<file path="src/rtl/rem_result_display.sv">
`default_nettype none
// ============================================================================
// Module      : rem_result_display
// Description : Captures the sign-magnitude result of the remainder unit
//               together with its zero / divide-by-zero flags and shows it on
//               a 4-digit multiplexed, active-low 7-segment display. A normal
//               result is shown as a signed decimal value (-15..15); a
//               divide-by-zero shows a blinking "Err".
// Ports       : clk        system clock, rising edge
//               rst        asynchronous active-high reset
//               valid      1-cycle capture strobe for result/zero/divbyzero
//               result     [4] sign, [3:0] magnitude
//               zero       remainder-is-zero flag (forces a displayed 0)
//               divbyzero  divide-by-zero flag (selects the Err display)
//               clear      synchronous return to the blank display
//               seg        segments {g,f,e,d,c,b,a}, active-low, registered
//               an         digit enables, active-low, an[0] rightmost, registered
//               loaded     high while a captured value or Err is held
// Revision    : 1.0 - initial release
// ============================================================================
module rem_result_display #(
    parameter int REFRESH_DIV = 4,
    parameter int BLINK_DIV   = 64
) (
    input  logic       clk,
    input  logic       rst,
    input  logic       valid,
    input  logic [4:0] result,
    input  logic       zero,
    input  logic       divbyzero,
    input  logic       clear,
    output logic [6:0] seg,
    output logic [3:0] an,
    output logic       loaded
);

    localparam int SCAN_W  = (REFRESH_DIV > 1) ? $clog2(REFRESH_DIV) : 1;
    localparam int BLINK_W = (BLINK_DIV > 1) ? $clog2(BLINK_DIV) : 1;

    localparam logic [SCAN_W-1:0]  c_SCAN_LAST  = SCAN_W'(REFRESH_DIV - 1);
    localparam logic [SCAN_W-1:0]  c_SCAN_ONE   = SCAN_W'(1);
    localparam logic [BLINK_W-1:0] c_BLINK_LAST = BLINK_W'(BLINK_DIV - 1);
    localparam logic [BLINK_W-1:0] c_BLINK_ONE  = BLINK_W'(1);

    localparam logic [1:0] c_IDLE  = 2'd0;
    localparam logic [1:0] c_SHOW  = 2'd1;
    localparam logic [1:0] c_ERROR = 2'd2;

    localparam logic [6:0] c_SEG_BLANK = 7'b1111111;
    localparam logic [6:0] c_SEG_MINUS = 7'b0111111;
    localparam logic [6:0] c_SEG_ONE   = 7'b1111001;
    localparam logic [6:0] c_SEG_E     = 7'b0000110;
    localparam logic [6:0] c_SEG_R     = 7'b0101111;

    // Decimal digit to active-low segment pattern; anything above 9 is blank.
    function automatic logic [6:0] f_digit_seg(input logic [3:0] value);
        logic [6:0] pattern;
        case (value)
            4'd0:    pattern = 7'b1000000;
            4'd1:    pattern = 7'b1111001;
            4'd2:    pattern = 7'b0100100;
            4'd3:    pattern = 7'b0110000;
            4'd4:    pattern = 7'b0011001;
            4'd5:    pattern = 7'b0010010;
            4'd6:    pattern = 7'b0000010;
            4'd7:    pattern = 7'b1111000;
            4'd8:    pattern = 7'b0000000;
            4'd9:    pattern = 7'b0010000;
            default: pattern = c_SEG_BLANK;
        endcase
        return pattern;
    endfunction

    logic [1:0]         r_state;
    logic [1:0]         w_state_next;
    logic               w_hold_load;
    logic               w_err_restart;
    logic [5:0]         r_hold;          // {sign, magnitude[3:0], zero}
    logic [SCAN_W-1:0]  r_scan;
    logic [1:0]         r_digit;
    logic [BLINK_W-1:0] r_blink_cnt;
    logic               r_blink_off;
    logic [6:0]         r_seg;
    logic [3:0]         r_an;
    logic [6:0]         w_seg_next;
    logic [3:0]         w_an_next;
    logic [3:0]         w_mag;
    logic               w_tens;
    logic [3:0]         w_units;
    logic               w_neg;
    logic [3:0]         w_digit_an;

    // ------------------------------------------------------------------
    // State register
    // ------------------------------------------------------------------
    always_ff @(posedge clk or posedge rst) begin
        if (rst) begin
            r_state <= c_IDLE;
        end else begin
            r_state <= w_state_next;
        end
    end

    // ------------------------------------------------------------------
    // Next-state logic: clear beats valid, so a strobe in a clear cycle
    // is discarded entirely.
    // ------------------------------------------------------------------
    always_comb begin
        w_hold_load   = 1'b0;
        w_err_restart = 1'b0;
        case (r_state)
            c_IDLE, c_SHOW, c_ERROR: w_state_next = r_state;
            default:                 w_state_next = c_IDLE;
        endcase
        if (clear) begin
            w_state_next = c_IDLE;
        end else if (valid) begin
            if (divbyzero) begin
                w_state_next  = c_ERROR;
                w_err_restart = 1'b1;
            end else begin
                w_state_next  = c_SHOW;
                w_hold_load   = 1'b1;
            end
        end
    end

    // Held result; an error capture leaves the previous value untouched.
    always_ff @(posedge clk or posedge rst) begin
        if (rst) begin
            r_hold <= 6'd0;
        end else if (w_hold_load) begin
            r_hold <= {result, zero};
        end
    end

    // Digit scan runs continuously, independent of state.
    always_ff @(posedge clk or posedge rst) begin
        if (rst) begin
            r_scan  <= '0;
            r_digit <= 2'd0;
        end else if (r_scan == c_SCAN_LAST) begin
            r_scan  <= '0;
            r_digit <= r_digit + 2'd1;
        end else begin
            r_scan  <= r_scan + c_SCAN_ONE;
        end
    end

    // Blink timer only advances while staying in ERROR; any other case
    // (including a fresh error capture) restarts it in the on-phase.
    always_ff @(posedge clk or posedge rst) begin
        if (rst) begin
            r_blink_cnt <= '0;
            r_blink_off <= 1'b0;
        end else if ((r_state == c_ERROR) && (w_state_next == c_ERROR) && !w_err_restart) begin
            if (r_blink_cnt == c_BLINK_LAST) begin
                r_blink_cnt <= '0;
                r_blink_off <= ~r_blink_off;
            end else begin
                r_blink_cnt <= r_blink_cnt + c_BLINK_ONE;
            end
        end else begin
            r_blink_cnt <= '0;
            r_blink_off <= 1'b0;
        end
    end

    // ------------------------------------------------------------------
    // Output logic: digit content from state, scan position and hold regs
    // ------------------------------------------------------------------
    // The zero flag overrides whatever magnitude came with it.
    assign w_mag      = r_hold[0] ? 4'd0 : r_hold[4:1];
    assign w_tens     = (w_mag >= 4'd10);
    assign w_units    = w_tens ? (w_mag - 4'd10) : w_mag;
    assign w_neg      = r_hold[5] && (w_mag != 4'd0);
    assign w_digit_an = ~(4'b0001 << r_digit);

    always_comb begin
        w_seg_next = c_SEG_BLANK;
        w_an_next  = 4'b1111;
        case (r_state)
            c_SHOW: begin
                w_an_next = w_digit_an;
                case (r_digit)
                    2'd0:    w_seg_next = f_digit_seg(w_units);
                    2'd1:    w_seg_next = w_tens ? c_SEG_ONE : c_SEG_BLANK;
                    2'd2:    w_seg_next = w_neg ? c_SEG_MINUS : c_SEG_BLANK;
                    default: w_seg_next = c_SEG_BLANK;
                endcase
            end
            c_ERROR: begin
                if (!r_blink_off) begin
                    w_an_next = w_digit_an;
                    case (r_digit)
                        2'd1, 2'd2: w_seg_next = c_SEG_R;
                        2'd3:       w_seg_next = c_SEG_E;
                        default:    w_seg_next = c_SEG_BLANK;
                    endcase
                end
            end
            default: begin
                w_seg_next = c_SEG_BLANK;
                w_an_next  = 4'b1111;
            end
        endcase
    end

    always_ff @(posedge clk or posedge rst) begin
        if (rst) begin
            r_seg <= c_SEG_BLANK;
            r_an  <= 4'b1111;
        end else begin
            r_seg <= w_seg_next;
            r_an  <= w_an_next;
        end
    end

    assign seg    = r_seg;
    assign an     = r_an;
    assign loaded = (r_state == c_SHOW) || (r_state == c_ERROR);

endmodule
`default_nettype wire
</file>
<file path="config.mk">
export PLATFORM = sky130hd
export DESIGN_NAME = rem_result_display
export DESIGN_NICKNAME = d
export VERILOG_FILES = /design/src/rtl/rem_result_display.sv
export SDC_FILE = /design/constraint.sdc
export NUM_CORES = 1
export LEC_CHECK = 0
export CAP_MARGIN = 5
export CORE_UTILIZATION = 40
export CTS_CLUSTER_SIZE = 10
export DETAILED_ROUTE_END_ITERATION = 12
export HOLD_SLACK_MARGIN = 0.02
export PLACE_DENSITY = 0.7
export SLEW_MARGIN = 20
export SYNTH_ARGS = -nofsm -noshare
export SYNTH_HDL_FRONTEND = slang
export SYNTH_SLANG_ARGS = --single-unit
</file>
<file path="constraint.sdc">
create_clock -name clk -period 4.4 [get_ports clk]
set_clock_uncertainty 0.15 [all_clocks]
set_input_delay 0.88 -clock clk [delete_from_list [all_inputs] [get_ports clk]]
set_output_delay 0.88 -clock clk [all_outputs]
set_load 0.005 [all_outputs]
</file>
After elaboration in Yosys (flattened, before gate mapping) --
Memories as Yosys holds them, arrays and structs flattened. Cells that the tools add are included.
Storage, ports and cells: bits in writable memories 0, register bits 30, output and inout port bits 12, word-level logic and storage cells 61, memories kept 1, input port bits 11, bits in latches 0, ROM bits 112
Memory list:
- (name not given) | depth 16, width 7, rd ports 1, clocked after memory_dff 0, write ports 0, RTL line 58 | case (value)
Cells by class: shifts and indexed selects 1, reduce and logical (&&, ||, !) cells 10, equality and inequality tests 9, multiply operators 0, divide/modulo/power cells 0, $add $sub $neg 4, bitwise logic cells 2, multiplexer cells 25, $lt $le $gt $ge 1
Operator list (count):
- case mux 7 bit (2 select lines) | 2
- case mux 7 bit (3 select lines) | 1
- two-way mux 7 bit | 2
- two-way mux 4 bit | 3
- two-way mux 6 bit | 2
- == test 2 bit, second input constant | 5
- two-way mux 2 bit | 5
- two-way mux 1 bit | 8
- case mux 4 bit (2 select lines) | 1
- adder 6 x 1 -> 6 bit, second input constant | 1
- == test 6 bit, second input constant | 1
- adder 2 x 1 -> 2 bit, second input constant | 2
- == test 2 x 1 -> 1 bit, second input constant | 2
- greater-or-equal comparator 4 bit, second input constant | 1
- zero test 2 bit | 2
- NOT 4 bit | 1
- nonzero test 4 bit | 1
- << shifter 1 x 2 -> 4 bit, first input constant | 1
- subtractor 4 bit, second input constant | 1
- logical AND 1 bit | 3
- two-way mux 3 bit | 1
- OR reduction 3 bit | 1
- != test 2 x 1 -> 1 bit, second input constant | 1
- OR reduction 2 bit | 1
- other kinds (3) | 3

Depth between registers and ports, before layout --
Gate-level depths: netlist (run 1).
depth after elaboration 9, depth in mapped cells 9, mapped depth without buffers 8

Worst setup path after synthesis (run 1) --
Ideal clock, no wire load.
kind reg-to-output, from register r_state[0], to output port loaded, required time 3.370 ns, path slack 2.545 ns, stages on the path, launching flop included 4, data arrival time 0.825 ns, cells stage by stage dfrtp_1 > inv_1 > ha_1 > inv_1
Between the ends: word-level cells in the longest chain between the ends 2
RTL lines:
- start: declaration | RTL line 74 | logic [1:0] r_state;
- start signal: assignment | RTL line 98 | r_state <= c_IDLE;
- start signal: assignment | RTL line 100 | r_state <= w_state_next;
- == test 2 x 1 -> 1 bit or == test 2 bit (tied branches) | RTL line 221 | assign loaded = (r_state == c_SHOW) || (r_state == c_ERROR);
- logical OR 1 bit (*) | RTL line 221
- end: declaration | RTL line 34 | output logic loaded
Mark *: on every way between the ends. The rest lies on a longest branch, timed or not.

Final worst setup path (run 1) --
Same ends and word-level chain as after synthesis.

==> flow_metrics.py, run 1 <==
metrics = {
    "detailed_routing": {
        "via_per_inst": 5.16,
        "drcViolationCount": 0,
        "drtPass1Iterations": 4,
        "ant_nets": 0,
        "drtIter0Drc": 47,
        "routedWlPerCell_um": 12.3,
        "vias": 1186,
        "routed_wl_mm": 2.83,
    },
    "clocking": {
        "cts_tree": "built",
        "cts_inserted_buffers": 5,
        "cts-root-buf": "clkbuf_8",
        "cts_hold_buf": 0,
        "clock_path_buffers": 2,
        "clock_latency_ns": 0.28,
        "clk_pin_slew_ns": 0.06,
        "cts_resized": 0,
        "post_cts_buffers": 0,
        "htreeDepth": 2,
        "cts.sinks": 30,
    },
    "global_route": {
        "grt_usage_pct": 15.9,
        "grt_pass1_vias": 1164,
        "gr-total-overflow": 0,
        "grt_max_degree": 31,
        "grt_pass1_wl_mm": 5.04,
        "antenna_found_initial": 0,
    },
    "floorplan": {
        "die_h_um": 64.9,
        "core-area_um2": 3720,
        "die_w_um": 64.9,
        "ios": 23,
        "start_util_pct": 42.6,
        "rows": 22,
        "dieArea_um2": 4220,
    },
    "sta": {
        "slew-limit-headroom_pct": 61.7,
        "period_needed_ns": 2.73,
        "timing.fmax_mhz": 366,
        "tightest_slew_ns": 0.573,
        "period_share_pct": 62.2,
        "hold_viol_final": 0,
        "rsz0062_at_grt": "no",
        "finalMaxSlewViolations": 0,
        "setup_tns_ns": 0,
        "setup_viol": 0,
        "hold_slack_ns": 0.276,
    },
    "synthesis": {
        "ys_ff_latch": 30,
        "ys_warn_count": 0,
        "syn_nets": 179,
        "postSynth.asyncResetShare_pct": 100,
        "avgSynthCellArea_um2": 10.2,
        "synth_area_um2": 1580,
        "synth_ff_type": "dfrtp_1",
        "yosysSeqAreaShare_pct": 48.3,
        "synth_edf_count": 0,
        "synthCells": 155,
        "synth.distinct_cells": 36,
    },
    "run": {
        "drv_cap": 0,
    },
    "worst_setup_path": {
        "worstSetupStartpointType": "register",
        "path_class": "reg -> out",
        "cp-end-kind": "output pin",
        "critPathRequiredTime_ns": 3.37,
        "path_max_fanout": 6,
        "crit_arrival_ns": 1.70,
    },
    "layout": {
        "drive_above_1_share_pct": 13.2,
        "multi_input_comb_area_um2": 763,
        "n_fill_cell": 337,
        "regArea_um2": 764,
        "n_antenna_cell": 0,
        "area_growth_pct": 22.5,
        "fin_nets": 205,
    },
    "power_and_ir_drop": {
        "vdd_ir_drop_max_v": 0.000205,
        "p_leak_uw": 0.000852,
        "powerDensity_nw_per_um2": 363,
    },
    "placed_design": {
        "port_buffers": 22,
        "hpwlAfterDp_mm": 2.13,
        "gp_congestion": 0.851,
    },
    "status": {
        "status": "finished clean",
    },
    "min_path": {
        "hold_class": "reg -> reg",
    },
}
## final timing paths
path / startpoint / endpoint / slack, ns / cells after the start
min in group asynchronous: rst / r_blink_cnt[4] / 0.83 / 2
setup reg to reg: r_hold[4] / seg[1] / 2.19 / 7
max in group asynchronous: rst / seg[0] / 2.89 / 2
hold reg to reg: r_scan[0] / r_scan[0] / 0.28 / 1
hold / removal: r_scan[0] / r_scan[0] / 0.28 / 1
setup / recovery: r_state[0] / loaded / 1.67 / 4
## kinds of logic after synthesis
logic type      count (synthesis)  synth area share, %
fa+ha+maj                      13                 10.3
xor+xnor                        8                 4.42
mux                             5                 3.48
compound gates                 32                 13.0
buf+inv                        14                 3.55
flops                          30                 48.3
simple gates                   53                 17.0
## per-layer routing
metal	vias to the layer above	global-route usage (%)	wire, um
met1	543	18.2	1210
met5	-	0	0
met3	7	4.75	171
met4	0	7.22	47
met2	49	27.0	1400
li1	587	-	-
## cells in the mapped netlist, types with 3 or more instances
| master | number | area (um2) |
|---|---|---|
| nor4_1 | 3 | 18.8 |
| o21ai_1 | 3 | 15.0 |
| o21ai_0 | 8 | 40.0 |
| a21o_1 | 3 | 22.5 |
| nand2_1 | 11 | 41.3 |
| dfrtp_1 | 19 | 475 |
| xor2_1 | 4 | 35.0 |
| a21oi_1 | 5 | 25.0 |
| nand2b_1 | 6 | 37.5 |
| dfstp_2 | 11 | 289 |
| inv_1 | 11 | 41.3 |
| xnor2_1 | 4 | 35.0 |
| mux2_2 | 4 | 45.0 |
| buf_2 | 3 | 15.0 |
| nand3_1 | 4 | 20.0 |
| ha_1 | 13 | 163 |
| nor2_1 | 18 | 67.6 |
## through the flow
step	instance area [um2]	setup WS [ns]	std cells	power, uW	utilization (%)
6_report	1940	1.67	230	704	52.2
5_1_grt	1940	1.58	230	745	52.2
4_1_cts	1940	1.65	230	709	52.2
3_5_place_dp	1850	1.91	222	485	49.8
3_3_place_gp	1850	1.97	222	478	49.8
2_1_floorplan	1580	2.54	155	424	-
## where the power goes
| part | switching [uW] | internal (uW) | leakage, uW | total, uW |
|---|---|---|---|---|
| clock | 96.3 | 126 | 0.0000482 | 222 |
| combinational | 70.0 | 78.5 | 0.000440 | 148 |
| sequential | 22.0 | 311 | 0.000364 | 333 |
| total | 188 | 515 | 0.000852 | 704 |
## critical path, stage by stage, from the launching register on
cell,delay [ns]
dfrtp_1,0.37
inv_1,0.06
ha_1,0.33
inv_1,0.15
clkdlybuf4s50_1,0.52
## layout by cell type, fill, tap and decap left out, types with 2 or more instances in the layout
| cell type | instances |
|---|---|
| o21ai_0 | 8 |
| nor4_1 | 3 |
| a21o_1 | 3 |
| dfstp_2 | 11 |
| dfrtp_1 | 19 |
| inv_1 | 10 |
| nor2_1 | 18 |
| clkdlybuf4s50_1 | 22 |
| clkbuf_8 | 6 |
| o31ai_1 | 2 |
| o21ai_1 | 3 |
| nand2b_1 | 6 |
| a31oi_1 | 2 |
| nand2_1 | 11 |
| mux2_2 | 4 |
| xor2_1 | 4 |
| a211oi_1 | 2 |
| nor2b_1 | 2 |
| xnor2_1 | 4 |
| ha_1 | 13 |
| a21oi_1 | 5 |
| nor3_1 | 2 |
| nand3_1 | 4 |
| and2_1 | 2 |
## flip-flops by register name, indices dropped and copies added (netlist names)
register and flops:
r_blink_cnt 6, an 4, r_hold 6, r_blink_off 1
r_digit 2, r_scan 2, seg 7, r_state 2
## cell type report
| type | count | area share (%) |
|---|---|---|
| timing repair buffer | 22 | 11.3 |
| clock inverter | 1 | 0.258 |
| sequential | 30 | 39.4 |
| inverter | 11 | 2.13 |
| tap | 48 | 3.09 |
| multi-input combinational | 111 | 39.3 |
| clock buffer | 7 | 4.45 |
Note: power is estimated with default switching activity, not from simulation.
==> run 2: changes to the inputs <==
--- a/config.mk
+++ b/config.mk
@@ -10,7 +10,7 @@
 export CTS_CLUSTER_SIZE = 10
 export DETAILED_ROUTE_END_ITERATION = 12
 export HOLD_SLACK_MARGIN = 0.02
-export PLACE_DENSITY = 0.7
+export PLACE_DENSITY = 0.72
 export SLEW_MARGIN = 20
 export SYNTH_ARGS = -nofsm -noshare
 export SYNTH_HDL_FRONTEND = slang
==> constraint.sdc (replaced) <==
create_clock -name clk -period 2.5 [get_ports clk]
set_clock_uncertainty 0.15 [all_clocks]
set_input_delay 0.5 -clock clk [delete_from_list [all_inputs] [get_ports clk]]
set_output_delay 0.5 -clock clk [all_outputs]
set_load 0.005 [all_outputs]
==> flow_metrics.py, run 2 (synthesis gave the netlist of run 1 again) <==
metrics = {
    "run": {
        "drv_cap": 0,
    },
    "clocking": {
        "cts_tree": "built",
        "cts.sinks": 30,
        "cts-root-buf": "clkbuf_8",
        "cts_hold_buf": 0,
        "clock_path_buffers": 2,
        "clock_latency_ns": 0.28,
        "htreeDepth": 2,
        "post_cts_buffers": 0,
        "cts_inserted_buffers": 5,
        "clk_pin_slew_ns": 0.06,
        "cts_resized": 0,
    },
    "floorplan": {
        "die_h_um": 64.9,
        "rows": 22,
        "core-area_um2": 3720,
        "die_w_um": 64.9,
        "dieArea_um2": 4220,
        "ios": 23,
        "start_util_pct": 42.6,
    },
    "power_and_ir_drop": {
        "vdd_ir_drop_max_v": 0.000294,
        "p_leak_uw": 0.000858,
        "power.total_uw": 1240,
        "powerDensity_nw_per_um2": 638,
    },
    "placed_design": {
        "gp_congestion": 0.922,
        "hpwlAfterDp_mm": 2.24,
        "port_buffers": 22,
    },
    "global_route": {
        "grt_pass1_wl_mm": 5.24,
        "antenna_found_initial": 0,
        "grt_usage_pct": 16.5,
        "grt_max_degree": 31,
        "grt_pass1_vias": 1249,
        "gr-total-overflow": 0,
    },
    "worst_setup_path": {
        "path_class": "reg -> out",
        "slowest_delay_ns": 0.53,
        "worstSetupPathDepth": 4,
        "cp_slowest_cell": "clkdlybuf4s50_1",
        "worstPathCellList": "inv_1, ha_1, inv_1, clkdlybuf4s50_1",
        "path_max_fanout": 6,
        "r2r.worst_path.cells": 8,
        "cp_top_family": "buffers and inverters",
        "r2r-start": "r_hold[2]",
        "crit_arrival_ns": 1.73,
        "critPathRequiredTime_ns": 1.85,
        "cp-startpoint": "r_state[0]",
        "cp_common_cell": "inv_1",
        "cp-end-kind": "output pin",
        "worstSetupStartpointType": "register",
        "path_buf_inv": 3,
    },
    "layout": {
        "area_growth_pct": 23.0,
        "final_common_cell": "clkdlybuf4s50_1",
        "multi_input_comb_area_um2": 763,
        "n_fill_cell": 342,
        "final_cell_mix": "clkdlybuf4s50_1 (22), dfrtp_1 (19), nor2_1 (18), ha_1 (13)",
        "regArea_um2": 764,
        "largest_reg_flops": 7,
        "fin_nets": 206,
        "drive_above_1_share_pct": 13.1,
        "n_antenna_cell": 0,
    },
    "detailed_routing": {
        "drcViolationCount": 0,
        "drtIter0Drc": 39,
        "vias": 1221,
        "drtPass1Iterations": 4,
        "via_per_inst": 5.29,
        "routedWlPerCell_um": 12.9,
        "routed_wl_mm": 2.99,
        "ant_nets": 0,
    },
    "sta": {
        "finalMaxSlewViolations": 0,
        "hold_viol_final": 0,
        "period_share_pct": 95.3,
        "slew-limit-headroom_pct": 68.8,
        "hold_slack_ns": 0.306,
        "rsz0062_at_grt": "no",
        "tightest_slew_ns": 0.467,
        "period_needed_ns": 2.38,
        "setup_viol": 0,
        "timing.fmax_mhz": 420,
        "setup_tns_ns": 0,
    },
    "min_path": {
        "worstHoldPathCells": 1,
        "worstHoldStart": "r_scan[0]",
        "hold_class": "reg -> reg",
    },
    "status": {
        "status": "finished clean",
    },
}
## run 2: layout make-up
cell class / instances / share of cell area, %
multi-input cells: 111 / 39.2
repair buffers: 23 / 11.7
well taps: 48 / 3.08
clock inverters: 1 / 0.257
clock buffers: 7 / 4.43
inverters: 11 / 2.12
flip-flops and latches: 30 / 39.2
## run 2: where the power goes
part,total [uW],switching [uW],leakage (uW),internal (uW)
logic,264,125,0.000446,139
clock network,394,173,0.0000482,221
registers,585,37.6,0.000364,548
## run 2: metrics by stage
step	setup WS, ns	utilization (%)	instance area (um2)	std cells
finish	0.117	52.4	1950	231
global route	0.0576	52.4	1950	231
CTS	0.110	52.4	1950	231
detailed placement	0.327	50.0	1860	223
global placement	0.421	50.0	1860	223
floorplan	0.695	-	1580	155
## run 2: worst paths after layout
path / endpoint / slack, ns
worst min register to register: r_scan[0] / 0.31
max in group asynchronous: seg[0] / 1.44
worst min-delay path: r_scan[0] / 0.31
worst max register to register: seg[6] / 0.27
min in group asynchronous: r_blink_cnt[2] / 0.44
worst max-delay path: loaded / 0.12
## run 2: layer usage
layer	vias up	share of wire (%)	track usage (%)
met5	-	0	0
met4	0	1.8	8.61
met3	9	6.9	5.63
met2	50	50	29.6
met1	575	41	16.8
li1	587	-	-
==> run 3: changes to the inputs <==
--- a/config.mk
+++ b/config.mk
@@ -5,7 +5,6 @@
 export SDC_FILE = /design/constraint.sdc
 export NUM_CORES = 1
 export LEC_CHECK = 0
-export CAP_MARGIN = 5
 export CORE_UTILIZATION = 40
 export CTS_CLUSTER_SIZE = 10
 export DETAILED_ROUTE_END_ITERATION = 12
==> results of run 3 <==
Same layout as run 2: the final DEF is identical, and so are final timing and power.
==> edit 1: new RTL, flow settings as in run 2 <==
Change the parameter `REFRESH_DIV` from 4 to 2.
--- a/src/rtl/rem_result_display.sv
+++ b/src/rtl/rem_result_display.sv
@@ -20,5 +20,5 @@
 // ============================================================================
 module rem_result_display #(
-    parameter int REFRESH_DIV = 4,
+    parameter int REFRESH_DIV = 2,
     parameter int BLINK_DIV   = 64
 ) (
Behaviour: not the same (a bounded check fails within 4 cycles, from zero or initial values and one cycle with rst high).
==> edit 1 against run 2 <==
- wire length is 4.1% lower
- cell count shrank 0.43%
- die area shrank 1.2%
- total power rose by 13%
- setup slack better by 0.016 ns
- area after synthesis fell by 1.3%
- sequential cell count down 1
- maximum frequency up 0.67%
- design area rose by 1.5%
==> edit 1: results (changes against run 2) <==
[routing]
vias_per_cell=5.30  ; +0.35%
routed_wl_mm=2.87  ; -4.1%

[hold_path]
holdPathEnd=r_blink_cnt[0]
hp-start=r_blink_cnt[0]

[worst_setup_path]
slowest_delay_ns=0.51  ; -0.02 ns
cp_max_fo=8  ; +2
rr_endpoint=seg[1]
rr_worst_depth=6  ; -2

[sta]
max_slew_margin_pct=71.6  ; +2.8 points
whs_ns=0.313  ; +0.00709 ns

[synth]
synth.area.top_cells=dfrtp_1 (29%), dfstp_2 (18%), ha_1 (9.6%)
ys_seq_area_share_pct=47.3  ; -0.98 points
ys_types=38  ; +5.6%
synth_xor_area_share_pct=4.48  ; +0.057 points
netlist_top_cells_count=dfrtp_1 (18), nor2_1 (16), ha_1 (12)
synth_nets=176  ; -1.7%
synthMuxAreaShare_pct=4.24  ; +0.76 points
synthAdderAreaFrac_pct=9.60  ; -0.67 points
synth-compound-area-share_pct=13.6  ; +0.57 points

[cells_and_area]
fin_nets=204  ; -0.97%
drive_above_1_share_pct=17.6  ; +4.5 points
fillCellCount=328  ; -4.1%

[pwr]
power_leakage_nw=0.856  ; -0.18%
peakVddDrop_mv=0.332  ; +13%

[grt]
grt_pass1_wl_mm=4.93  ; -6.1%
grtUsageTotal_pct=16.0  ; -0.56 points
grt_pass1_vias=1064  ; -15%
grt_max_degree=30  ; -3.2%

[placed_design]
dp_hpwl_mm=2.17  ; -3.2%

[status]
status=finished, final reports clean

edit 1: final cells by class:
cell class	count	share of cell area, %
well taps	48	3.04
clock inverters	3	3.29
multi-input cells	110	38.8
clock buffers	5	3.48
inverters	11	2.09
flip-flops and latches	29	37.4
repair buffers	24	11.9
edit 1: how the worst max path moves through the flow:
stage,end,slack (ns),cells past startpoint
3_3_place_gp,loaded,0.42,4
5_1_grt,loaded,0.05,4
6_report,loaded,0.13,4
4_1_cts,loaded,0.05,4
3_5_place_dp,loaded,0.36,4
2_1_floorplan,seg[1],0.77,6
edit 1: what timing repair did:
item	CTS	global route
hold endpoints to repair	0	0
setup endpoints to repair	0	1
gates resized for setup	0	1
edit 1: power by group:
group	internal, mW	leakage (nW)	switching, mW
Combinational	0.147	0.439	0.120
Sequential	0.532	0.349	0.0392
Clock	0.395	0.0681	0.169
Total	1.07	0.856	0.328
edit 1: cell families after synthesis:
family | count (synthesis)
simple gates | 52
compound gates | 32
flops | 29
buf+inv | 14
fa+ha+maj | 12
xor+xnor | 8
mux | 6
edit 1: metrics by stage:
| stage | power (mW) | std cells | worst slack (ns) | instance area (µm²) |
|---|---|---|---|---|
| 2_1_floorplan | 0.735 | 153 | 0.769 | 1560 |
| 3_3_place_gp | 0.833 | 222 | 0.416 | 1840 |
| 3_5_place_dp | 0.846 | 222 | 0.359 | 1840 |
| 4_1_cts | 1.41 | 230 | 0.0527 | 1980 |
| 5_1_grt | 1.47 | 230 | 0.0475 | 1980 |
| 6_report | 1.40 | 230 | 0.132 | 1980 |
edit 1: per-layer routing:
metal  global-route usage (%)  wire length [µm]
met2                     26.1              1410
met3                     3.87               151
met4                     8.06                72
met1                     19.6              1230
met5                        0                 0
edit 1: critical path, delay by kind of cell, from the launching register on:
family / cells / cell delay (ns)
buffers and inverters: 3 / 0.72
adders and majority gates: 1 / 0.31
DFF: 1 / 0.41
==> edit 2: new RTL, settings of run 2 <==
Made on the original files. Make the reset (`rst`) synchronous in 5 clocked blocks. Comments in the files are not updated.
--- a/src/rtl/rem_result_display.sv
+++ b/src/rtl/rem_result_display.sv
@@ -94,5 +94,5 @@
     // State register
     // ------------------------------------------------------------------
-    always_ff @(posedge clk or posedge rst) begin
+    always_ff @(posedge clk) begin
         if (rst) begin
             r_state <= c_IDLE;
@@ -127,5 +127,5 @@
 
     // Held result; an error capture leaves the previous value untouched.
-    always_ff @(posedge clk or posedge rst) begin
+    always_ff @(posedge clk) begin
         if (rst) begin
             r_hold <= 6'd0;
@@ -136,5 +136,5 @@
 
     // Digit scan runs continuously, independent of state.
-    always_ff @(posedge clk or posedge rst) begin
+    always_ff @(posedge clk) begin
         if (rst) begin
             r_scan  <= '0;
@@ -150,5 +150,5 @@
     // Blink timer only advances while staying in ERROR; any other case
     // (including a fresh error capture) restarts it in the on-phase.
-    always_ff @(posedge clk or posedge rst) begin
+    always_ff @(posedge clk) begin
         if (rst) begin
             r_blink_cnt <= '0;
@@ -207,5 +207,5 @@
     end
 
-    always_ff @(posedge clk or posedge rst) begin
+    always_ff @(posedge clk) begin
         if (rst) begin
             r_seg <= c_SEG_BLANK;
Check against the original RTL: differs if rst is asserted again (counterexample within 4 cycles, from zero or initial values and one cycle with rst high); with rst held inactive, the same outputs for 10 cycles.
==> edit 2 against run 2 <==
- sequential cell count stayed put
- design area down 6.1%
- critical path depth unchanged
- maximum frequency increased by 7.3%
- setup slack improved by 0.16 ns
- wire length shrank 7.3%
- utilization increased by 0.72 points
- area after synthesis down 6.3%
- largest cell class is now multi-input gates
- highest routed layer unchanged
Power is not compared: it rests on default switching activity, and its combinational part moved more than twofold at a synthesized area within 25%.
==> edit 2: results (changes against run 2) <==
[sta]
worst_pin_slew_ns=0.399  ; -0.0679 ns
whs_ns=0.278  ; -0.0271 ns

[worst_setup_path]
cp_slowest_cell=clkdlybuf4s50_1
regToRegSetupSlack_ns=0.46  ; +0.19 ns
rr_startpoint=r_hold[4]
cp_max_fo=3  ; -3
slowest_delay_ns=0.49  ; -0.04 ns
rr_worst_depth=8  ; unchanged
rr_endpoint=seg[6]

[synth]
syn_inst=165  ; +6.5%
synth.area.top_cells=dfxtp_1 (40%), ha_1 (11%), nor2_1 (7.1%)
async_flop_share_pct=0  ; -100 points
ys_types=37  ; +2.8%
synth_top_flop_cell=dfxtp_1
ys_seq_area_share_pct=40.5  ; -7.8 points
ys_warn_count=0  ; unchanged
netlist_top_cells_count=dfxtp_1 (30), nor2_1 (28), ha_1 (13)
synth_nets=189  ; +5.6%

[hold_path]
min_path_cells=1  ; unchanged
hp-start=r_scan[0]
hold_path_class=reg -> reg
holdPathEnd=r_scan[0]

[cells_and_area]
fin_nets=215  ; +4.4%
drive_above_1_share_pct=7.85  ; -5.3 points
stdcell_count=237  ; +2.6%
largest_reg_flops=7  ; unchanged
fillCellCount=321  ; -6.1%

[clock_network]
cts_setup_buffers=0  ; unchanged
numCtsBuffers=5  ; unchanged
htreeDepth=2  ; unchanged
clkTransAtPathRegs_ns=0.06  ; about the same
clkLatencyLatePin_ns=0.28  ; about the same
cts_resized=0  ; unchanged
cts_max_path_buffers=2  ; unchanged
cts_root_buf=clkbuf_8

[status]
status=finished, final reports clean

[placed_design]
numPortBuffers=22  ; unchanged
place_inst=230  ; +3.1%
routabilityCongestion=0.883  ; -4.2%
dp_hpwl_mm=2.13  ; -4.9%
place_area_um2=1750  ; -5.6%

[grt]
grt_max_degree=15  ; -52%
grtUsageTotal_pct=15.7  ; -0.83 points
antenna_found_initial=0  ; unchanged
grt_pass1_wl_mm=4.84  ; -7.8%

[routing]
wl_per_cell_um=11.7  ; -9.6%
firstDrtPassIters=4  ; unchanged
drtIter0Drc=36  ; -7.7%
num_vias=1193  ; -2.3%

[pwr]
power_leakage_nw=0.714
p_sw_mw=0.229
peakVddDrop_mv=0.246

-- edit 2: changes by cell type in the layout (fill, tap and decap cells not counted), sizes merged, moves of 5 or more --
cell / change
dfxtp: +30
dfrtp: -19
dfstp: -11
nor2: +10
mux2i: +5
o21ai: -5
-- edit 2: per-layer routing --
metal | track usage, % | part of all wire [%]
met5 | 0 | 0
met4 | 9.59 | 3.6
met3 | 5.84 | 4.4
met2 | 25.1 | 45
met1 | 17.5 | 47
-- edit 2: worst max-delay path by stage --
stage / end / cells after the start / startpoint / slack (ns)
4_1_cts: loaded / 4 / r_state[0] / 0.26
2_1_floorplan: seg[6] / 8 / r_hold[4] / 0.64
6_report: loaded / 4 / r_state[0] / 0.28
5_1_grt: loaded / 4 / r_state[0] / 0.21
3_5_place_dp: seg[6] / 8 / r_hold[4] / 0.47
3_3_place_gp: seg[2] / 3 / rst / 0.49
-- edit 2: area by class of cell --
type | instances | area share (%)
Tap cell | 46 | 3.15
Inverter | 11 | 2.26
Multi-Input combinational cell | 119 | 44.7
Sequential cell | 30 | 32.8
Clock buffer | 7 | 4.17
Timing Repair Buffer | 24 | 12.9
-- edit 2: critical path, delay by kind of cell (launching register included) --
kind,cells,cell delay [ns]
buf+inv,3,0.61
flops,1,0.36
fa+ha+maj,1,0.32
-- edit 2: kinds of logic (layout without fill, tap and decap cells) --
group / count (synthesis) / after routing / synth area share [%]
AOI/OAI and AO/OA: 31 / 31 / 14.7
xor gates and xnor gates: 9 / 9 / 5.31
adders and majority gates: 13 / 13 / 11.0
buffers and inverters: 16 / 42 / 4.38
DFF: 30 / 30 / 40.5
muxes: 6 / 6 / 4.05
and+or+nand+nor: 60 / 60 / 20.2
-- edit 2: per-stage QoR --
stage               utilization, %  worst slack (ns)  total power [mW]
CTS                           53.1             0.257             0.999
finish                        53.1             0.280             0.988
global route                  53.1             0.209              1.04
detailed placement            50.9             0.472             0.648
global placement              50.9             0.494             0.644
floorplan                        -             0.639             0.593
-- edit 2: power by group through the flow --
| stage | sequential (mW) | clock [mW] | combinational (mW) |
|---|---|---|---|
| finish | 0.509 | 0.350 | 0.128 |
| global route | 0.512 | 0.385 | 0.144 |
| CTS | 0.510 | 0.361 | 0.129 |
| detailed placement | 0.520 | 0 | 0.128 |
| global placement | 0.519 | 0 | 0.125 |
| floorplan | 0.516 | 0 | 0.0763 |
